### src/rtl/countdown_controller.sv
// Countdown-timer sequencer: load, run, pause, 1 Hz decrement, timed alarm. States IDLE=0 LOADED=1 RUN=2 PAUSE=3 ALARM=4.
// Build option COUNTDOWN_BEEP_PULSE_EN: beep toggles per tick in ALARM (pulsed), otherwise beep held steady.
module countdown_controller #(
    parameter int W          = 17,
    parameter int ALARM_SECS = 10
) (
    input  logic         i_clk,
    input  logic         i_rst,
    input  logic [W-1:0] i_init,
    input  logic         i_init_en,
    input  logic         i_clear,
    input  logic         i_toggle_press,
    input  logic         i_onehz,
    output logic [W-1:0] o_remain,
    output logic         o_running,
    output logic         o_done,
    output logic         o_beep,
    output logic [2:0]   o_state
);

    typedef enum logic [2:0] {
        IDLE   = 3'd0,
        LOADED = 3'd1,
        RUN    = 3'd2,
        PAUSE  = 3'd3,
        ALARM  = 3'd4
    } state_t;

    localparam int CW = (ALARM_SECS > 1) ? $clog2(ALARM_SECS) : 1;
    localparam logic [CW-1:0] CNT_LAST = CW'(ALARM_SECS - 1);

    state_t          r_state;
    logic [W-1:0]    r_remain;
    logic            r_running;
    logic            r_done;
    logic            r_beep;
    logic [CW-1:0]   r_alarm_cnt;

    always_ff @(posedge i_clk or posedge i_rst) begin
        if (i_rst) begin
            r_state     <= IDLE;
            r_remain    <= '0;
            r_running   <= 1'b0;
            r_done      <= 1'b0;
            r_beep      <= 1'b0;
            r_alarm_cnt <= '0;
        end else begin
            r_done <= 1'b0;
            if (i_clear) begin
                r_state     <= IDLE;
                r_remain    <= '0;
                r_running   <= 1'b0;
                r_beep      <= 1'b0;
                r_alarm_cnt <= '0;
            end else if (i_init_en) begin
                r_remain    <= i_init;
                r_state     <= (i_init != '0) ? LOADED : IDLE;
                r_running   <= 1'b0;
                r_beep      <= 1'b0;
                r_alarm_cnt <= '0;
            end else begin
                case (r_state)
                    LOADED: begin
                        if (i_toggle_press) begin
                            r_state   <= RUN;
                            r_running <= 1'b1;
                        end
                    end
                    RUN: begin
                        if (i_toggle_press) begin
                            r_state   <= PAUSE;
                            r_running <= 1'b0;
                        end else if (i_onehz) begin
                            if (r_remain > W'(1)) begin
                                r_remain <= r_remain - W'(1);
                            end else begin
                                // Last second expired: saturate at zero and sound the alarm.
                                r_remain    <= '0;
                                r_state     <= ALARM;
                                r_running   <= 1'b0;
                                r_done      <= 1'b1;
                                r_beep      <= 1'b1;
                                r_alarm_cnt <= '0;
                            end
                        end
                    end
                    PAUSE: begin
                        if (i_toggle_press) begin
                            r_state   <= RUN;
                            r_running <= 1'b1;
                        end
                    end
                    ALARM: begin
                        if (i_toggle_press) begin
                            r_state     <= IDLE;
                            r_beep      <= 1'b0;
                            r_alarm_cnt <= '0;
                        end else if (i_onehz) begin
                            if (r_alarm_cnt == CNT_LAST) begin
                                r_state     <= IDLE;
                                r_beep      <= 1'b0;
                                r_alarm_cnt <= '0;
                            end else begin
                                r_alarm_cnt <= r_alarm_cnt + CW'(1);
`ifdef COUNTDOWN_BEEP_PULSE_EN
                                r_beep      <= ~r_beep;
`else
                                r_beep      <= 1'b1;
`endif
                            end
                        end
                    end
                    default: begin
                        r_state   <= IDLE;
                        r_running <= 1'b0;
                        r_beep    <= 1'b0;
                    end
                endcase
            end
        end
    end

    assign o_remain  = r_remain;
    assign o_running = r_running;
    assign o_done    = r_done;
    assign o_beep    = r_beep;
    assign o_state   = r_state;

endmodule
### config.mk
export PLATFORM = sky130hd
export DESIGN_NAME = countdown_controller
export DESIGN_NICKNAME = d
export VERILOG_FILES = /design/src/rtl/countdown_controller.sv
export SDC_FILE = /design/constraint.sdc
export NUM_CORES = 1
export LEC_CHECK = 0
export CORE_UTILIZATION = 50
export CTS_CLUSTER_SIZE = 25
export DETAILED_ROUTE_END_ITERATION = 8
export PLACE_DENSITY = 0.81
export SETUP_SLACK_MARGIN = 0.1
export SYNTH_ARGS = -nofsm -noshare
export SYNTH_HDL_FRONTEND = slang
export SYNTH_SLANG_ARGS = --single-unit
export TNS_END_PERCENT = 30
### constraint.sdc
create_clock -name i_clk -period 4.6 [get_ports i_clk]
set_input_delay 0.92 -clock i_clk [delete_from_list [all_inputs] [get_ports i_clk]]
set_output_delay 0.92 -clock i_clk [all_outputs]
set_load 0.01 [all_outputs]
==> flow_summary_export.csv, run 1 <==
group,metric,value,unit
run_status,status,"completed",
setup_path,cp_slowest_cell,"clkdlybuf4s50_1",
run,cap_violations,0,
setup_path,crit_family,"simple AND/OR/NAND/NOR gates",
floorplanning,rows,21,
setup_path,crit_start,"i_toggle_press",
logic_synthesis,synth_seq_area_share,36.71,%
pwr,powerDensity,241.3,nW/µm²
setup_path,r2r_cells,5,
setup_path,crit_fanout,12,
pwr,finalPower,0.0005715,W
place,postPlaceCellArea,2323,µm²
pwr,switchingPower,0.0001842,W
floorplanning,die_y,62.67,µm
routing,vias_per_cell,6.203,
layout,nFillCells,290,
timing,hold_ws,0.4999,ns
pwr,vdd_drop_max,161.7,µV
setup_path,required,4.80,ns
pwr,internal-power,0.0003873,W
place,placed_cells,291,
clocking,tritoncts,"built",
clocking,clk_latency,0.28,ns
logic_synthesis,synth_top_family_by_area,"simple AND/OR/NAND/NOR gates",
grt,met1_usage,38.07,%
setup_path,crit_type,"primary input to register",
logic_synthesis,netlist_area,1841,µm²
min_path,holdCritPathClass,"register to register",
layout,drive_above_1_share,7.631,%
clocking,cts_resized,0,
clocking,post_cts.repair.setup_buffers,0,
place,dp_hpwl,3.550,mm
floorplanning,core_area,3442,µm²
floorplanning,ios,46,
setup_path,slowest_delay,0.59,ns
timing,timing.setup.tns,0,ns
setup_path,crit_path_end,"o_remain[13]$_DFFE_PP0P_",
setup_path,arrival,2.97,ns
pwr,power_frac_comb,28.5,%
logic_synthesis,syn_nets,234,
timing,finalSetupViolations,0,
logic_synthesis,synthCells,207,
pwr,seq_power_share,46.8,%
floorplanning,start_util,53.47,%
clocking,clock_path_buffers,2,
clocking,h-tree-depth,1,
setup_path,r2r-start,"o_remain[6]$_DFFE_PP0P_",
layout,num_antenna_cells,0,
logic_synthesis,avgSynthCellArea,8.891,µm²
layout,area_delta_synth_final,28.69,%
logic_synthesis,synth-edff-count,0,
routing,detail_route.iter0.violations,180,
timing,finalCriticalPeriod,2.777,ns
logic_synthesis,synth-seq-cells,27,
logic_synthesis,yosys.area_share.xor_xnor,1.428,%
place,io_buffers,45,
setup_path,crit_path_end_kind,"register",
floorplanning,die_width,62.67,µm
grt,grt.busiest_layer,"met2",
grt,groute.usage.overall,26.65,%
clocking,clk_pin_slew,0.10,ns
logic_synthesis,yosysWarnings,0,
grt,antenna_found_initial,0,
timing,slew_headroom,28.75,%
min_path,worstHoldStart,"o_running$_DFFE_PP0P_",
routing,drtAntennaViolNets,0,
pwr,leakage,0.9608,nW
layout,fin_nets,277,
routing,drt-pass1-iter-count,4,
logic_synthesis,synth-async-reset-ratio,100.0,%
layout,stdcell_area,2369,µm²
setup_path,ff2ff_setup_slack,2.19,ns
setup_path,worstSetupPathDepth,5,
logic_synthesis,synth_simple_gate_area_share,28.69,%
timing,finalCritPeriodShare,60.36,%
routing,drc_errors,0,
min_path,whs_path_depth,1,
grt,grt_pass1_vias,1730,
clocking,cts_sinks,27,
clocking,cts_buffers,3,
timing,timing_hold_violations_final,0,
setup_path,path_cells,"clkdlybuf4s50_1 > nand3b_2 > or4_4 > or3_1 > a221oi_2",
grt,grt-ovfl-total,0,
routing,drt-total-wl,5.000,mm
setup_path,r2r_end,"o_remain[10]$_DFFE_PP0P_",
grt,gr-usage-met3,4.745,%
clocking,ctsHoldBuffers,0,
pwr,power_frac_clock,24.7,%
logic_synthesis,synthAdderAreaFrac,2.719,%
timing,fmax,360.1,MHz
clocking,root_buffer,"clkbuf_8",
setup_path,worst-path-buf-inv,1,
logic_synthesis,yosysUniqueCellTypes,55,
layout,finalNonFillerCells,295,
grt,grt_pass1_wl,8.349,mm
floorplanning,die-area,3928,µm²
logic_synthesis,synth_compound_area_share,27.26,%
timing,fin_worst_skew,0.005053,ns
pwr,swShare,32.24,%
routing,avgRoutedWirePerCell,16.95,µm
setup_path,worstSetupStartpointType,"primary input",
timing,drv_slew,0,
place,place.gp.congestion,0.8979,
timing,rsz0062_at_grt,"false",
grt,grt_start_max_net_pins,28,
routing,vias,1830,
grt,met2_usage,40.76,%
timing,worstMarginPinSlew,1.068,ns
logic_synthesis,synth_flop_cell,"dfrtp_1",
logic_synthesis,synth.area.mux_share,0,%
-- state kept, by name (all words and copies together), names as in the netlist --
register     flops
o_beep           1
o_state          3
o_remain        17
o_done           1
o_running        1
r_alarm_cnt      4
-- routing by layer --
metal | vias up | wire length (µm)
met4 | 0 | 57
met1 | 875 | 2505
met5 | - | 0
li1 | 889 | -
met3 | 6 | 259
met2 | 60 | 2178
-- through the flow --
stage | setup slack (ns) | utilization, %
floorplan | 2.330 | -
global placement | 1.602 | 67.50
detailed placement | 1.538 | 67.50
CTS | 1.846 | 68.81
global route | 1.676 | 68.81
finish | 1.823 | 68.81
-- cells by family (layout without fill, tap and decap cells) --
group | count (synthesis) | count (layout)
AO/OA/AOI/OAI | 69 | 69
XOR/XNOR | 3 | 3
adder cells (fa/ha/maj) | 4 | 4
buffers and inverters | 15 | 57
flip-flops | 27 | 27
AND/OR/NAND/NOR | 89 | 89
-- synth_stat cells, types with 2 or more instances --
cell	instances	area [µm²]
and3_1	3	18.77
nor2b_1	2	12.51
inv_1	7	26.28
a21o_1	3	22.52
buf_2	2	10.01
nor3b_1	3	22.52
o211ai_1	2	15.01
a211o_1	2	17.52
nand2_1	14	52.55
o2bb2ai_1	7	61.31
nand4b_1	2	17.52
nor4_1	7	43.79
nor2_1	18	67.56
a22oi_1	7	52.55
and2_1	3	18.77
nor3_1	7	35.03
o41ai_1	4	35.03
a31o_2	4	35.03
xnor2_1	3	26.28
clkbuf_1	5	18.77
o31ai_1	3	22.52
or3_1	5	31.28
nand3_1	11	55.05
o21ai_0	13	65.06
o22ai_1	2	12.51
nand3b_1	2	15.01
dfrtp_1	27	675.7
ha_1	4	50.05
a21oi_1	7	35.03
o21a_1	2	15.01
o21bai_1	2	15.01
-- worst min-delay path by stage --
stage	endpoint	slack [ns]
4_1_cts	o_running$_DFFE_PP0P_	0.51
2_1_floorplan	r_alarm_cnt[2]$_DFFE_PP0P_	0.50
6_report	o_running$_DFFE_PP0P_	0.50
3_3_place_gp	o_running$_DFFE_PP0P_	0.46
3_5_place_dp	o_running$_DFFE_PP0P_	0.49
5_1_grt	o_running$_DFFE_PP0P_	0.54
-- power by group through the flow --
stage | sequential (W) | clock, W | combinational (W)
2_1_floorplan | 0.000274 | 0 | 0.0000880
3_3_place_gp | 0.000272 | 0 | 0.000160
3_5_place_dp | 0.000272 | 0 | 0.000161
4_1_cts | 0.000267 | 0.000146 | 0.000162
5_1_grt | 0.000270 | 0.000157 | 0.000178
6_report | 0.000267 | 0.000141 | 0.000163
-- cell type report --
type | instances | area (µm²) | area share [%]
inverters | 7 | 26.28 | 1.109
repair buffers | 46 | 457.9 | 19.33
multi-input cells | 165 | 1106 | 46.70
well taps | 46 | 57.56 | 2.430
clock buffers | 4 | 45.04 | 1.902
flip-flops and latches | 27 | 675.6 | 28.53
-- placed cells by master (no fill, tap or decap), types with 2 or more instances in the layout --
cell type	count
nand3b_1	2
a21oi_1	7
o21bai_1	2
dfrtp_1	27
nor2b_1	2
nor3b_1	3
o211ai_1	2
o41ai_1	4
nor2_1	18
nand2_1	14
nand4b_1	2
xnor2_1	3
nor4_1	7
o31ai_1	3
and3_1	3
o21ai_0	13
nand3_1	11
ha_1	4
or3_1	5
clkdlybuf4s50_1	45
and2_1	3
o2bb2ai_1	7
o22ai_1	2
a21o_1	3
a31o_2	4
inv_1	7
nor3_1	7
o21a_1	2
a211o_1	2
a22oi_1	7
clkbuf_8	3
Note: power is estimated with default switching activity, not from simulation.
==> inputs of run 2 (changes only) <==
CORE_UTILIZATION = 49   (was 50)
PLACE_DENSITY = 0.8   (was 0.81)
clock period = 2.9 ns   (was 4.6 ns; I/O delays follow)
==> run 2 against run 1 <==
Final cell count grew 1.7%. Clock power up 57%. Hold slack worse by 0.017 ns. Sequential cell count unchanged. Sequential power is 59% higher. Core utilization is 0.60 points higher. Power is 59% higher. Via count grew 1.2%. Combinational power grew 62%. Clock skew decreased by 0.0030 ns. Critical path type is now register to register. Largest cell class unchanged.
==> flow_summary_export.csv, run 2 (synthesis results as in run 1) <==
group,metric,value,unit
timing,worstMarginPinSlew,0.5985,ns
pwr,internal-power,0.0006167,W
setup_path,crit_path_end_kind,"register",
timing,hold_ws,0.4825,ns
place,postPlaceCellArea,2361,µm²
routing,vias_per_cell,6.173,
clocking,post_cts.repair.setup_buffers,0,
setup_path,required,3.07,ns
layout,layout_commonest_cell,"clkdlybuf4s50_1",
clocking,clock_path_buffers,2,
timing,finalCriticalPeriod,2.377,ns
routing,drt-pass1-iter-count,4,
setup_path,path_cells,"or3_1 > nor4_2 > a31o_2 > o21ai_0 > a221o_1",
pwr,seq_power_share,46.6,%
clocking,root_buffer,"clkbuf_8",
setup_path,slowest_delay,0.47,ns
grt,groute.usage.overall,26.65,%
timing,rsz0062_at_grt,"false",
place,io_buffers,45,
timing,timing.setup.tns,0,ns
grt,grt_pass1_wl,8.466,mm
routing,drtAntennaViolNets,0,
setup_path,r2r-start,"o_remain[6]$_DFFE_PP0P_",
floorplanning,die_y,63.29,µm
floorplanning,die-area,4005,µm²
grt,grt-ovfl-total,0,
routing,detail_route.iter0.violations,176,
floorplanning,core_area,3468,µm²
setup_path,worstSetupStartpointType,"register",
layout,fin_nets,282,
pwr,swShare,32.15,%
clocking,cts_sinks,27,
layout,largest_reg_flops,17,
layout,area_delta_synth_final,30.80,%
setup_path,ff2ff_setup_slack,0.52,ns
grt,grt_pass1_vias,1773,
timing,finalCritPeriodShare,81.96,%
run,cap_violations,0,
grt,grt_start_max_net_pins,28,
setup_path,arrival,2.54,ns
min_path,whs_path_depth,1,
place,dp_hpwl,3.574,mm
layout,layout_common_cells,"45 x clkdlybuf4s50_1, 27 x dfrtp_1, 18 x nor2_1",
setup_path,crit_type,"register to register",
setup_path,r2r_cells,5,
floorplanning,rows,21,
clocking,cts_buffers,3,
routing,vias,1852,
setup_path,r2r_end,"o_remain[4]$_DFFE_PP0P_",
setup_path,crit_fanout,14,
floorplanning,start_util,53.07,%
setup_path,cp_slowest_cell,"dfrtp_1",
min_path,worstHoldStart,"o_running$_DFFE_PP0P_",
floorplanning,ios,46,
timing,finalSetupViolations,0,
pwr,power_frac_comb,29.1,%
pwr,leakage,0.9879,nW
layout,num_antenna_cells,0,
layout,nFillCells,291,
timing,fmax,420.7,MHz
routing,avgRoutedWirePerCell,16.53,µm
layout,stdcell_area,2407,µm²
clocking,h-tree-depth,1,
pwr,powerDensity,377.6,nW/µm²
grt,antenna_found_initial,0,
timing,timing_hold_violations_final,0,
layout,drive_above_1_share,9.843,%
min_path,hold_end,"o_running$_DFFE_PP0P_",
run_status,status,"completed",
routing,drt-total-wl,4.958,mm
clocking,tritoncts,"built",
floorplanning,die_width,63.29,µm
pwr,switchingPower,0.0002922,W
routing,drc_errors,0,
pwr,vdd_drop_max,362.3,µV
min_path,holdCritPathClass,"register to register",
pwr,power_frac_clock,24.3,%
clocking,ctsHoldBuffers,0,
clocking,clk_pin_slew,0.09,ns
timing,fin_worst_skew,0.002081,ns
timing,drv_slew,0,
place,place.gp.congestion,0.8782,
clocking,clk_latency,0.28,ns
timing,slew_headroom,59.77,%
clocking,cts_resized,0,
run 2: cell types whose count changed in the layout (fill, tap and decap cells not counted), sizes merged:
cell    before  now
buf          1    6
clkbuf       4    3
clkinv       0    1
run 2: how the worst max path moves through the flow:
stage                             from                       end  slack, ns  depth (start not counted)
6_report       o_remain[6]$_DFFE_PP0P_   o_remain[4]$_DFFE_PP0P_       0.52                          5
5_1_grt        o_remain[6]$_DFFE_PP0P_   o_remain[4]$_DFFE_PP0P_       0.38                          5
4_1_cts        o_remain[6]$_DFFE_PP0P_   o_remain[4]$_DFFE_PP0P_       0.54                          5
3_5_place_dp                   i_onehz  o_remain[13]$_DFFE_PP0P_       0.30                          5
3_3_place_gp                   i_onehz  o_remain[13]$_DFFE_PP0P_       0.35                          5
2_1_floorplan  o_remain[6]$_DFFE_PP0P_  o_remain[10]$_DFFE_PP0P_       0.87                          6
run 2: power groups by stage:
| stage | Clock, W | Sequential, W | Combinational (W) |
|---|---|---|---|
| 2_1_floorplan | 0 | 0.000434 | 0.000140 |
| 3_3_place_gp | 0 | 0.000430 | 0.000258 |
| 3_5_place_dp | 0 | 0.000431 | 0.000260 |
| 4_1_cts | 0.000225 | 0.000423 | 0.000262 |
| 5_1_grt | 0.000237 | 0.000428 | 0.000288 |
| 6_report | 0.000221 | 0.000424 | 0.000264 |
run 2: final cells by class:
cell class | count | area [µm²] | share of cell area [%]
clock buffer | 3 | 41.29 | 1.715
timing repair buffer | 51 | 495.5 | 20.58
tap | 46 | 57.56 | 2.391
inverter | 7 | 26.28 | 1.091
clock inverter | 1 | 5.005 | 0.2079
multi-input combinational | 165 | 1106 | 45.95
sequential | 27 | 675.6 | 28.07
run 2: metal layers:
metal / GRT usage, % / wire length (µm) / part of all wire [%]
met5: 0 / 0 / 0
met4: 6.534 / 46 / 0.93
met3: 4.710 / 209 / 4.2
met2: 40.46 / 2230 / 45
met1: 39.13 / 2472 / 50
run 2: stage by stage:
stage | util [%] | setup WS [ns] | std cells | power [W]
global route | 69.41 | 0.3770 | 300 | 0.0009532
CTS | 69.41 | 0.5388 | 300 | 0.0009102
floorplan | - | 0.8720 | 207 | 0.0005739
global placement | 68.07 | 0.3488 | 296 | 0.0006882
detailed placement | 68.07 | 0.2988 | 296 | 0.0006911
finish | 69.41 | 0.5232 | 300 | 0.0009089
run 2: worst max-delay path, delay by kind of cell (launching register included):
family / cells / cell delay (ns)
AO/OA/AOI/OAI: 3 / 0.89
flip-flops: 1 / 0.47
AND/OR/NAND/NOR: 2 / 0.91
